<file path="src/rtl/strobe_pkg.sv">
// Shared definitions for the strobe sequencer and its tick prescaler:
// FSM encoding, prescaler ratio and counter widths.
package strobe_pkg;

   localparam int TICK_DIV = 24;
   localparam int CNT_W    = 16;

   typedef enum logic [1:0] {
      ST_IDLE = 2'd0,
      ST_FIRE = 2'd1,
      ST_WAIT = 2'd2,
      ST_DONE = 2'd3
   } state_e;

   // Burst configuration captured at start so later register writes cannot disturb it.
   typedef struct packed {
      logic [CNT_W-1:0] countbase;
      logic [CNT_W-1:0] strbcount;
   } shadow_t;

   function automatic logic burst_complete(input logic [CNT_W-1:0] strbcount,
                                           input logic [CNT_W-1:0] index);
      return (strbcount != '0) && (index == strbcount);
   endfunction

endpackage

</file>
<file path="src/rtl/tick_div.sv">
// Divide-by-DIV prescaler producing a one-cycle tick on the last phase.
// clr forces phase 0 on the following cycle.
module tick_div
   import strobe_pkg::*;
#(
   parameter int DIV = TICK_DIV
) (
   input  logic clk,
   input  logic rst_n,
   input  logic clr,
   output logic tick
);

   localparam int W = (DIV > 1) ? $clog2(DIV) : 1;
   localparam logic [W-1:0] LAST = W'(DIV - 1);

   logic [W-1:0] cnt_q, cnt_d;

   // NOTE: combinational blocks assign every output a default first so no latch is inferred.
   always_comb begin
      cnt_d = cnt_q + W'(1);
      if (clr || (cnt_q == LAST)) begin
         cnt_d = '0;
      end
   end

   // NOTE: state registers use non-blocking assignments so all flops update together.
   always_ff @(posedge clk or negedge rst_n) begin
      if (!rst_n) begin
         cnt_q <= '0;
      end else begin
         cnt_q <= cnt_d;
      end
   end

   assign tick = (cnt_q == LAST);

endmodule

</file>
<file path="src/rtl/strobe_sequencer.sv">
// Burst sequencer issuing single-strobe triggers every 24*COUNTBASE clocks.
// All outputs are registered from the next-state decode.
module strobe_sequencer
   import strobe_pkg::*;
(
   input  logic             sys_clk,
   input  logic             sys_rst_n,
   input  logic             start,
   input  logic             abort,
   input  logic [CNT_W-1:0] FPGA_COUNTBASE,
   input  logic [CNT_W-1:0] FPGA_STRBCOUNT,
   input  logic [CNT_W-1:0] FPGA_LAMPENABLE,
   output logic             flag_en_single_strobe,
   output logic             busy,
   output logic             strobe_done,
   output logic             cfg_err,
   output logic [CNT_W-1:0] strobe_index
);

   state_e           state_q, state_d;
   shadow_t          shadow_q, shadow_d;
   logic [CNT_W-1:0] period_q, period_d;
   logic [CNT_W-1:0] index_q, index_d;
   logic             cfg_err_d;
   logic             flag_q, busy_q, done_q, cfg_err_q;
   logic             tick;
   logic             lamp_on;
   logic             unused_lamp_bits;

   assign lamp_on          = FPGA_LAMPENABLE[0];
   assign unused_lamp_bits = ^FPGA_LAMPENABLE[CNT_W-1:1];

   // Clearing on entry to FIRE makes the FIRE cycle prescaler phase 0.
   tick_div #(
      .DIV (TICK_DIV)
   ) u_tick_div (
      .clk   (sys_clk),
      .rst_n (sys_rst_n),
      .clr   (state_d == ST_FIRE),
      .tick  (tick)
   );

   always_comb begin
      state_d   = state_q;
      shadow_d  = shadow_q;
      period_d  = period_q;
      index_d   = index_q;
      cfg_err_d = 1'b0;

      unique case (state_q)
         ST_IDLE: begin
            if (start && !abort) begin
               if (FPGA_COUNTBASE == '0) begin
                  cfg_err_d = 1'b1;
               end else if (lamp_on) begin
                  shadow_d = '{countbase: FPGA_COUNTBASE, strbcount: FPGA_STRBCOUNT};
                  index_d  = '0;
                  state_d  = ST_FIRE;
               end
            end
         end
         ST_FIRE: begin
            period_d = '0;
            state_d  = burst_complete(shadow_q.strbcount, index_q) ? ST_DONE : ST_WAIT;
         end
         ST_WAIT: begin
            // The COUNTBASE-th tick is the last phase before the next FIRE.
            if (tick) begin
               if ((period_q + CNT_W'(1)) == shadow_q.countbase) begin
                  state_d = ST_FIRE;
               end else begin
                  period_d = period_q + CNT_W'(1);
               end
            end
         end
         ST_DONE: begin
            state_d = ST_IDLE;
         end
         default: begin
            state_d = ST_IDLE;
         end
      endcase

      if ((state_q != ST_IDLE) && (abort || !lamp_on)) begin
         state_d = ST_IDLE;
      end

      // The index advances on entry to FIRE so it is visible alongside the flag.
      if (state_d == ST_FIRE) begin
         index_d = index_d + CNT_W'(1);
      end
   end

   // NOTE: shadow and counter registers are reset too, so a burst never starts from stale config.
   always_ff @(posedge sys_clk or negedge sys_rst_n) begin
      if (!sys_rst_n) begin
         state_q   <= ST_IDLE;
         shadow_q  <= '0;
         period_q  <= '0;
         index_q   <= '0;
         flag_q    <= 1'b0;
         busy_q    <= 1'b0;
         done_q    <= 1'b0;
         cfg_err_q <= 1'b0;
      end else begin
         state_q   <= state_d;
         shadow_q  <= shadow_d;
         period_q  <= period_d;
         index_q   <= index_d;
         flag_q    <= (state_d == ST_FIRE);
         busy_q    <= (state_d != ST_IDLE);
         done_q    <= (state_d == ST_DONE);
         cfg_err_q <= cfg_err_d;
      end
   end

   assign flag_en_single_strobe = flag_q;
   assign busy                  = busy_q;
   assign strobe_done           = done_q;
   assign cfg_err               = cfg_err_q;
   assign strobe_index          = index_q;

endmodule

</file>
<file path="config.mk">
export PLATFORM = sky130hd
export DESIGN_NAME = strobe_sequencer
export DESIGN_NICKNAME = d
export VERILOG_FILES = /design/src/rtl/strobe_pkg.sv /design/src/rtl/tick_div.sv /design/src/rtl/strobe_sequencer.sv
export SDC_FILE = /design/constraint.sdc
export NUM_CORES = 1
export LEC_CHECK = 0
export BUFFER_PORTS_ARGS = -buffer_cell sky130_fd_sc_hd__buf_4
export CAP_MARGIN = 20
export CELL_PAD_IN_SITES_DETAIL_PLACEMENT = 0
export CELL_PAD_IN_SITES_GLOBAL_PLACEMENT = 2
export CORE_ASPECT_RATIO = 1.75
export CORE_MARGIN = 2
export CORE_UTILIZATION = 37
export CTS_BUF_LIST = sky130_fd_sc_hd__clkbuf_16
export DETAILED_ROUTE_END_ITERATION = 8
export PLACE_DENSITY = 0.87
export SLEW_MARGIN = 20
export SYNTH_ARGS = -nofsm -noshare
export SYNTH_HDL_FRONTEND = slang
export SYNTH_SLANG_ARGS = --single-unit
export TNS_END_PERCENT = 30
</file>
<file path="constraint.sdc">
create_clock -name sys_clk -period 6.7 [get_ports sys_clk]
set_input_delay 1.005 -clock sys_clk [delete_from_list [all_inputs] [get_ports sys_clk]]
set_output_delay 1.005 -clock sys_clk [all_outputs]
set_load 0.01 [all_outputs]
</file>
== Word-level counts from Yosys, hierarchy flattened ==
Cells that the tools add are included.

* Bits of input ports: 52
* Word-level logic and storage cells: 59
* Output and inout port bits: 20
* Memory bits (writable): 0
* ROM bits: 0
* Memories kept: 0
* Bits in latches: 0
* Register bits after elaboration: 75

* Muxes and demuxes: 20
* Magnitude comparators: 0
* Shift operators: 0
* Add/subtract/negate cells: 3
* Eq/ne operators: 10
* Divide/modulo/power cells: 0
* Reductions and logical operators: 15
* $mul: 0
* Bitwise gates (word level): 1

{| class="wikitable"
|+ Operators with widths
! kind !! count
|-
| 2-to-1 mux 16 bit || 7
|-
| adder 16 x 1 -> 16 bit (second input constant) || 2
|-
| equality test 16 bit || 2
|-
| case mux 16 bit (2 select lines) || 1
|-
| logical NOT 16 bit || 1
|-
| nonzero test 16 bit || 1
|-
| 2-to-1 mux 2 bit || 6
|-
| case mux 2 bit (4 select lines) || 1
|-
| equality test 2 bit (second input constant) || 3
|-
| nonzero test 2 bit || 3
|-
| adder 5 x 1 -> 5 bit (second input constant) || 1
|-
| equality test 5 bit (second input constant) || 1
|-
| 2-to-1 mux 5 bit || 1
|-
| equality test 2 x 1 -> 1 bit (second input constant) || 2
|-
| 2-to-1 mux 1 bit || 4
|-
| inequality test 2 bit (second input constant) || 2
|-
| AND reduction 4 bit || 1
|-
| logical AND 1 bit || 3
|-
| AND reduction 3 bit || 1
|-
| logical NOT 1 bit || 2
|-
| logical NOT 2 bit || 1
|-
| logical OR 1 bit || 2
|-
| NOT 1 bit || 1
|}

== Depth between registers and ports, before layout ==
Gate-level depths: netlist (run 1).

* Depth in word-level cells: 9
* Gate-level depth with buffers: 10
* Depth with buffers taken out: 8

== Hierarchy ==
A second synthesis (run 1) with hierarchy kept.

* Cell total of the unflattened synthesis: 485
* Area, all modules: 4274.1 sq um

{| class="wikitable"
|+ Modules (own cells, without submodules)
! module !! cells each !! sequential area each (sq um) !! area an instance (sq um) !! times used
|-
| strobe_sequencer || 467 || 1751.7 || 4030.1 || 1
|-
| tick_div || 18 || 125.1 || 244.0 || 1
|}

== Worst setup path before layout (run 1) ==
OpenSTA, ideal clock, no wires.

* Kind: input to register
* Start: input port FPGA_COUNTBASE[10]
* End: register index_q[14], in the netlist strobe_index[14]
* Data arrival time: 2808 ps
* Required time: 6623 ps
* Buffers on the path: 1
* Setup slack: 3815 ps
* Stages: 9
* Setup time: 77 ps
* Path through: nor4_1 -> nand4_1 -> nand3_1 -> and2_1 -> ha_1 -> buf_1 -> nand4_1 -> or4_1 -> a21oi_1

* Word-level cells in the longest chain between the ends: 7
* Elaborated cells between the ends (all ways): 11
* Classes of those cells: add/sub: 1; eq/ne: 1; mux: 8; reduce/logical: 1

{| class="wikitable"
|+ RTL lines
! what !! RTL line !! source
|-
| start: declaration || strobe_sequencer.sv:10 || <nowiki>input logic [CNT_W-1:0] FPGA_COUNTBASE,</nowiki>
|-
| logical NOT 16 bit (*) || strobe_sequencer.sv:53 || <nowiki>if (FPGA_COUNTBASE == '0) begin</nowiki>
|-
| branches (longest 5 deep; another with adder 16 x 1 -> 16 bit) || - ||
|-
| 2-to-1 mux 16 bit (*) || strobe_sequencer.sv:89 || <nowiki>if (state_d == ST_FIRE) begin</nowiki>
|-
| named net index_d[14] || strobe_sequencer.sv:23 || <nowiki>logic [CNT_W-1:0] index_q, index_d;</nowiki>
|-
| end signal: assignment || strobe_sequencer.sv:109 || <nowiki>index_q <= index_d;</nowiki>
|-
| end: declaration || strobe_sequencer.sv:23 ||
|}

Mark *: on every way through the listed nets, which the timed path passes.
A chain may end at the register's enable or synchronous reset.

== Worst setup path in the final report (run 1) ==
* Start: register u_tick_div.cnt_q[0]
* End: register index_q[1], in the netlist strobe_index[1]

* Word-level cells in the longest chain between the ends: 6

{| class="wikitable"
|+ RTL lines
! what !! RTL line !! source
|-
| start: declaration || tick_div.sv:17 || <nowiki>logic [W-1:0] cnt_q, cnt_d;</nowiki>
|-
| start signal: assignment || tick_div.sv:32 || <nowiki>cnt_q <= cnt_d;</nowiki>
|-
| equality test 5 bit || tick_div.sv:36 || <nowiki>assign tick = (cnt_q == LAST);</nowiki>
|-
| 2-to-1 mux 2 bit || strobe_sequencer.sv:68 || <nowiki>if (tick) begin</nowiki>
|-
| case mux 2 bit (4 select lines) || strobe_sequencer.sv:50 || <nowiki>unique case (state_q)</nowiki>
|-
| 2-to-1 mux 2 bit || strobe_sequencer.sv:84 || <nowiki>if ((state_q != ST_IDLE) && (abort || !lamp_on)) begin</nowiki>
|-
| equality test 2 x 1 -> 1 bit || - ||
|-
| named net u_tick_div.clr || tick_div.sv:10 || <nowiki>input logic clr,</nowiki>
|-
| 2-to-1 mux 16 bit || strobe_sequencer.sv:89 ||
|-
| named net index_d[1] || strobe_sequencer.sv:23 ||
|}

The timed path passes the listed nets, and every way through them passes these cells.

==> flow_summary.ini, run 1 <==
[synthesis]
async_reset_ff_share_pct = 100
synthDistinctLibCells = 54
yosysSeqAreaShare_pct = 43.6
synth_warnings = 0
synth.area.top_cells = dfrtp_1, nand2_1, xnor2_1
syn_area_mm2 = 0.00430
yosysTopAreaCell = dfrtp_1
ys_seq_elements = 75
ys_top_cells_by_count = nand2_1, dfrtp_1, xnor2_1
synth_cells = 475
synth-main-ff-cell = dfrtp_1
synth_edf_count = 0
yosysTopAreaCellShare_pct = 43.6
synth_most_common_cell = nand2_1
synth.net_count = 530
synth_area_per_cell_um2 = 9.06

[worst_setup_path]
critPathTopFamily = simple AND/OR/NAND/NOR gates
cp_slowest_stage_delay_ns = 0.78
cp.arrival_ns = 4.07
worst_ep_required_time_ns = 6.93
cpMostUsedCell = nand2_1
crit_chain = ha_1 -> and4b_1 -> and2_0 -> nand2_1 -> nor3_1 -> nand4_1 -> nand2_1 -> mux2_2
path_class = reg -> reg
cp_slowest_cell = and2_0
r2r_cells = 8
crit_buf_inv = 0
worstSetupStartpointType = flop
crit_fanout = 14
crit_cells = 8
cp-end-kind = flop

[sta]
setup_ws_ns = 2.85
slew_headroom_pct = 38.8
finalSetupViolCount = 0
slew_violations = 0
clock_skew_ns = 0.00792
final-hold-violation-count = 0
rsz0062_at_grt = no
tightest_slew_ns = 0.917
fmax_mhz = 260
period_needed_ns = 3.85
tns_ns = 0
fin_crit_sh_pct = 57.4

[detailed_routing]
drcViolationCount = 0
avgRoutedWirePerCell_um = 18.6
drtAntennaViolNets = 0
vias_per_cell = 5.74
initialDrtViolationCount = 237
wl_um = 12200
route.vias.total = 3767
first_pass_iters = 4

[floorplan]
die_w_um = 85.5
die_y_um = 147
initial_core_util_pct = 37.6
ios = 72
floorplan.rows = 52
dieArea_mm2 = 0.0125
coreArea_mm2 = 0.0115

[clock_tree]
clock_latency_ns = 0.34
post_cts_buffers = 0
cts_tree = done
cts_buffer_depth = 2
cts.htree.levels = 3
cts_hold_buf = 0
cts_resized = 0
clkSinkCount = 75
cts_made_buffers = 9
cts_root_buf = clkbuf_16
clk_pin_slew_ns = 0.06

[cells_and_area]
fin_cells = 656
diodes = 0
drive_gt1_share_pct = 18.2
nets = 572
syn_to_final_growth_pct = 18.4
final_cell_area_mm2 = 0.00509

[pwr]
clock_power_share_pct = 41.4
net-switching-power_mw = 0.370
ir_worst_vdd_v = 0.000139
comb_power_share_pct = 16.4
powerDensity_mw_per_mm2 = 264
power_leakage_nw = 2.33
swShare_pct = 27.5
internal_power_mw = 0.978
p_seq_share_pct = 42.2
power_mw = 1.35

[grt]
grt_pass1_vias = 3785
grt_pass1_wl_um = 19700
antenna_found_initial = 0
grt_start_max_net_pins = 76
grt_usage_pct = 20.5
grt-ovfl-total = 0

[placed_design]
gp_congestion = 0.892
pre_cts_ws_ns = 2.78
dp_cells = 640
dpl_cell_area_mm2 = 0.00473
io_buffers = 56
dp_hpwl_um = 8840

[run]
drv_cap = 0

[worst_hold_path]
min_delay_path_depth = 1
worstHoldPathType = reg -> reg

[run_status]
status = finished clean
state kept, by name, summed over array words and instances (netlist names):
signal                 flops
strobe_done                1
flag_en_single_strobe      1
busy                       1
period_q                  16
state_q                    2
shadow_q                  32
u_tick_div.cnt_q           5
cfg_err                    1
strobe_index              16
layer usage:
| layer | routed length [um] | track usage, % | part of all wire (%) | vias up |
|---|---|---|---|---|
| met5 | 0 | 0 | 0 | - |
| met4 | 475 | 11.3 | 3.9 | 0 |
| met3 | 426 | 2.54 | 3.5 | 30 |
| met2 | 6920 | 37.4 | 57 | 87 |
| met1 | 4380 | 22.3 | 36 | 1845 |
| li1 | - | - | - | 1805 |
per-stage QoR:
step | util [%] | hold WS [ns]
2_1_floorplan | - | 0.440
3_3_place_gp | 41.3 | 0.465
3_5_place_dp | 41.3 | 0.476
4_1_cts | 44.3 | 0.485
5_1_grt | 44.5 | 0.509
6_report | 44.5 | 0.487
final cells by class:
class                      count  area [um^2]
multi-input combinational    371         2250
sequential                    75         1880
clock inverter                 6          114
fill                        1160         6360
timing repair buffer          58          455
clock buffer                   9          225
inverter                       2         7.51
tap                          135          169
power groups by stage:
stage | Sequential [mW] | Combinational [mW] | Clock (mW)
2_1_floorplan | 0.561 | 0.150 | 0
3_3_place_gp | 0.576 | 0.217 | 0
3_5_place_dp | 0.577 | 0.223 | 0
4_1_cts | 0.569 | 0.224 | 0.570
5_1_grt | 0.577 | 0.249 | 0.590
6_report | 0.568 | 0.221 | 0.558
logic make-up after synthesis:
kind of cell | count (synthesis) | synth area share (%)
adder cells (fa/ha/maj) | 3 | 0.872
AO/OA/AOI/OAI | 59 | 10.4
buffers and inverters | 29 | 4.19
multiplexers | 2 | 0.523
AND/OR/NAND/NOR | 265 | 31.8
XOR/XNOR | 42 | 8.55
flip-flops | 75 | 43.6
worst paths after layout:
check                                          from                  end  slack [ns]
worst max-delay path            u_tick_div.cnt_q[0]      strobe_index[1]        2.85
worst min-delay path            u_tick_div.cnt_q[0]  u_tick_div.cnt_q[0]        0.49
worst max register to register  u_tick_div.cnt_q[0]      strobe_index[1]        2.85
worst min register to register  u_tick_div.cnt_q[0]  u_tick_div.cnt_q[0]        0.49
max in group asynchronous                 sys_rst_n         shadow_q[21]        5.56
min in group asynchronous                 sys_rst_n                 busy        0.55
cell usage in the layout, fill, tap and decap left out, types with 3 or more instances in the layout:
cell	count
o211ai_1	7
dfrtp_1	75
o21ai_0	8
nand3_1	28
nor4_2	3
nor2b_1	4
or3_1	3
a31oi_1	4
bufinv_16	3
nand2b_1	3
xnor2_1	29
and3_1	6
and2_1	3
ha_1	3
and4_1	3
clkbuf_16	9
nor4_1	13
a221o_1	5
nand2_1	121
xor2_1	13
buf_4	57
a22o_2	3
nand4_1	18
or4_1	13
a32o_1	5
and3_2	3
nor3_1	8
o31ai_1	8
nor2_1	20
a21oi_1	9
Note: power is estimated with default switching activity, not from simulation.
==> run 2, diff against run 1 <==
CORE_UTILIZATION = 34   (was 37)
PLACE_DENSITY = 0.81   (was 0.87)
clock period = 3.84 ns   (was 6.7 ns; I/O delays follow)
==> run 2 against run 1 <==
Worst setup slack got worse by 2.2 ns; wire length increased by 1.5%; sequential power increased by 75%; hold slack got worse by 0.11 ns; first-iteration DRC count decreased by 3.8%; non-clock buffer count increased by 2; register-to-register slack got worse by 2.2 ns; core utilization decreased by 3.5 points; clock skew decreased by 0.0011 ns; highest routed layer unchanged.
==> flow_summary.ini, run 2 (synthesis gave the netlist of run 1 again) <==
[detailed_routing]
drtAntennaViolNets = 0
initialDrtViolationCount = 228
drcViolationCount = 0
first_pass_iters = 4
avgRoutedWirePerCell_um = 17.9
wl_um = 12400
route.vias.total = 3735
vias_per_cell = 5.41

[floorplan]
floorplan.rows = 54
die_w_um = 89.0
coreArea_mm2 = 0.0124
dieArea_mm2 = 0.0136
die_y_um = 153
initial_core_util_pct = 34.6
ios = 72

[grt]
grt_start_max_net_pins = 76
antenna_found_initial = 0
grt-ovfl-total = 0
grt_usage_pct = 19.6
grt_pass1_vias = 3846
grt_pass1_wl_um = 20300

[worst_setup_path]
r2r_cells = 8
worstSetupStartpointType = flop
r2r_slack_ns = 0.64
cp_slowest_stage_delay_ns = 0.50
worst_ep_required_time_ns = 4.05
crit_chain = ha_1 -> and3_1 -> nand3_1 -> xnor2_1 -> nor4_4 -> and4_2 -> nor2_1 -> a221o_1
r2r-start = period_q[0]
critPathTopFamily = simple AND/OR/NAND/NOR gates
path_class = reg -> reg
cp-end-kind = flop
crit_buf_inv = 0
cp_slowest_cell = and4_2
crit_fanout = 14
r2r-end = period_q[10]
cp.arrival_ns = 3.42

[sta]
fin_crit_sh_pct = 83.4
tightest_slew_ns = 0.985
slew_violations = 0
finalSetupViolCount = 0
slew_headroom_pct = 34.3
fmax_mhz = 312
clock_skew_ns = 0.00681
hold_ws_ns = 0.372
period_needed_ns = 3.20
final-hold-violation-count = 0
tns_ns = 0
rsz0062_at_grt = no

[pwr]
power_mw = 2.27
power_leakage_nw = 2.32
powerDensity_mw_per_mm2 = 445
ir_worst_vdd_v = 0.000216

[clock_tree]
clock_latency_ns = 0.34
cts_made_buffers = 9
clk_pin_slew_ns = 0.06
cts_resized = 0
cts_hold_buf = 0
cts_buffer_depth = 2
cts_root_buf = clkbuf_16
cts_tree = done
cts.htree.levels = 3
clkSinkCount = 75
post_cts_buffers = 0

[cells_and_area]
largest_register_ff_count = 32
fillers = 1279
final_cell_mix = nand2_1, dfrtp_1, buf_4
drive_gt1_share_pct = 18.2
diodes = 0
regMostFlops = shadow_q
nets = 574
layout_commonest_cell = nand2_1
syn_to_final_growth_pct = 18.5

[worst_hold_path]
worstHoldPathType = in -> async

[placed_design]
io_buffers = 56
dp_hpwl_um = 8970
gp_congestion = 0.870

[run]
drv_cap = 0

[run_status]
status = finished clean
## run 2: cell types whose count changed in the layout (fill, tap and decap cells not counted)
cell / before / now
bufinv_16: 3 / 2
inv_1: 2 / 3
clkinv_1: 0 / 1
buf_16: 1 / 0
buf_4: 57 / 60
inv_6: 1 / 0
## run 2: report_power, final
| group | internal [mW] | switching (mW) |
|---|---|---|
| Combinational | 0.180 | 0.204 |
| Sequential | 0.890 | 0.106 |
| Clock | 0.561 | 0.331 |
## run 2: layout make-up
class                           instances  area, um^2  share of cell area [%]
Tap cell                              168         210                    4.12
Multi-Input combinational cell        371        2250                    44.1
Clock buffer                            9         225                    4.42
Timing Repair Buffer                   60         450                    8.83
Sequential cell                        75        1880                    36.8
Inverter                                2        7.51                   0.147
Clock inverter                          6        82.6                    1.62
## run 2: metal layers
layer  vias up  global-route usage [%]  wire length (um)
met5         -                       0                 0
met4         0                    11.2               705
li1       1796                       -                 -
met1      1843                    22.1              4590
met3        28                    2.97               276
met2        68                    33.9              6810
## run 2: worst reg2reg max path: stages (launching register included)
cell and delay, ns:
dfrtp_1 0.48, ha_1 0.35, and3_1 0.35, nand3_1 0.20
xnor2_1 0.23, nor4_4 0.37, and4_2 0.50, nor2_1 0.23
a221o_1 0.37
## run 2: worst max path at each step
| stage | startpoint | end | slack (ns) | cells after the start |
|---|---|---|---|---|
| 5_1_grt | period_q[0] | period_q[0] | 0.39 | 8 |
| 6_report | period_q[0] | period_q[10] | 0.64 | 8 |
| 4_1_cts | period_q[0] | period_q[10] | 0.62 | 8 |
| 3_5_place_dp | period_q[0] | period_q[10] | 0.64 | 8 |
| 3_3_place_gp | period_q[0] | period_q[10] | 0.63 | 8 |
| 2_1_floorplan | period_q[0] | strobe_index[3] | 1.29 | 9 |
## run 2: per-stage QoR
stage	util [%]	setup slack, ns	area [um^2]	cells
4_1_cts	41.0	0.620	5100	691
3_5_place_dp	38.5	0.641	4790	676
2_1_floorplan	-	1.29	4300	475
5_1_grt	41.0	0.394	5100	691
3_3_place_gp	38.5	0.632	4790	676
6_report	41.0	0.637	5100	691
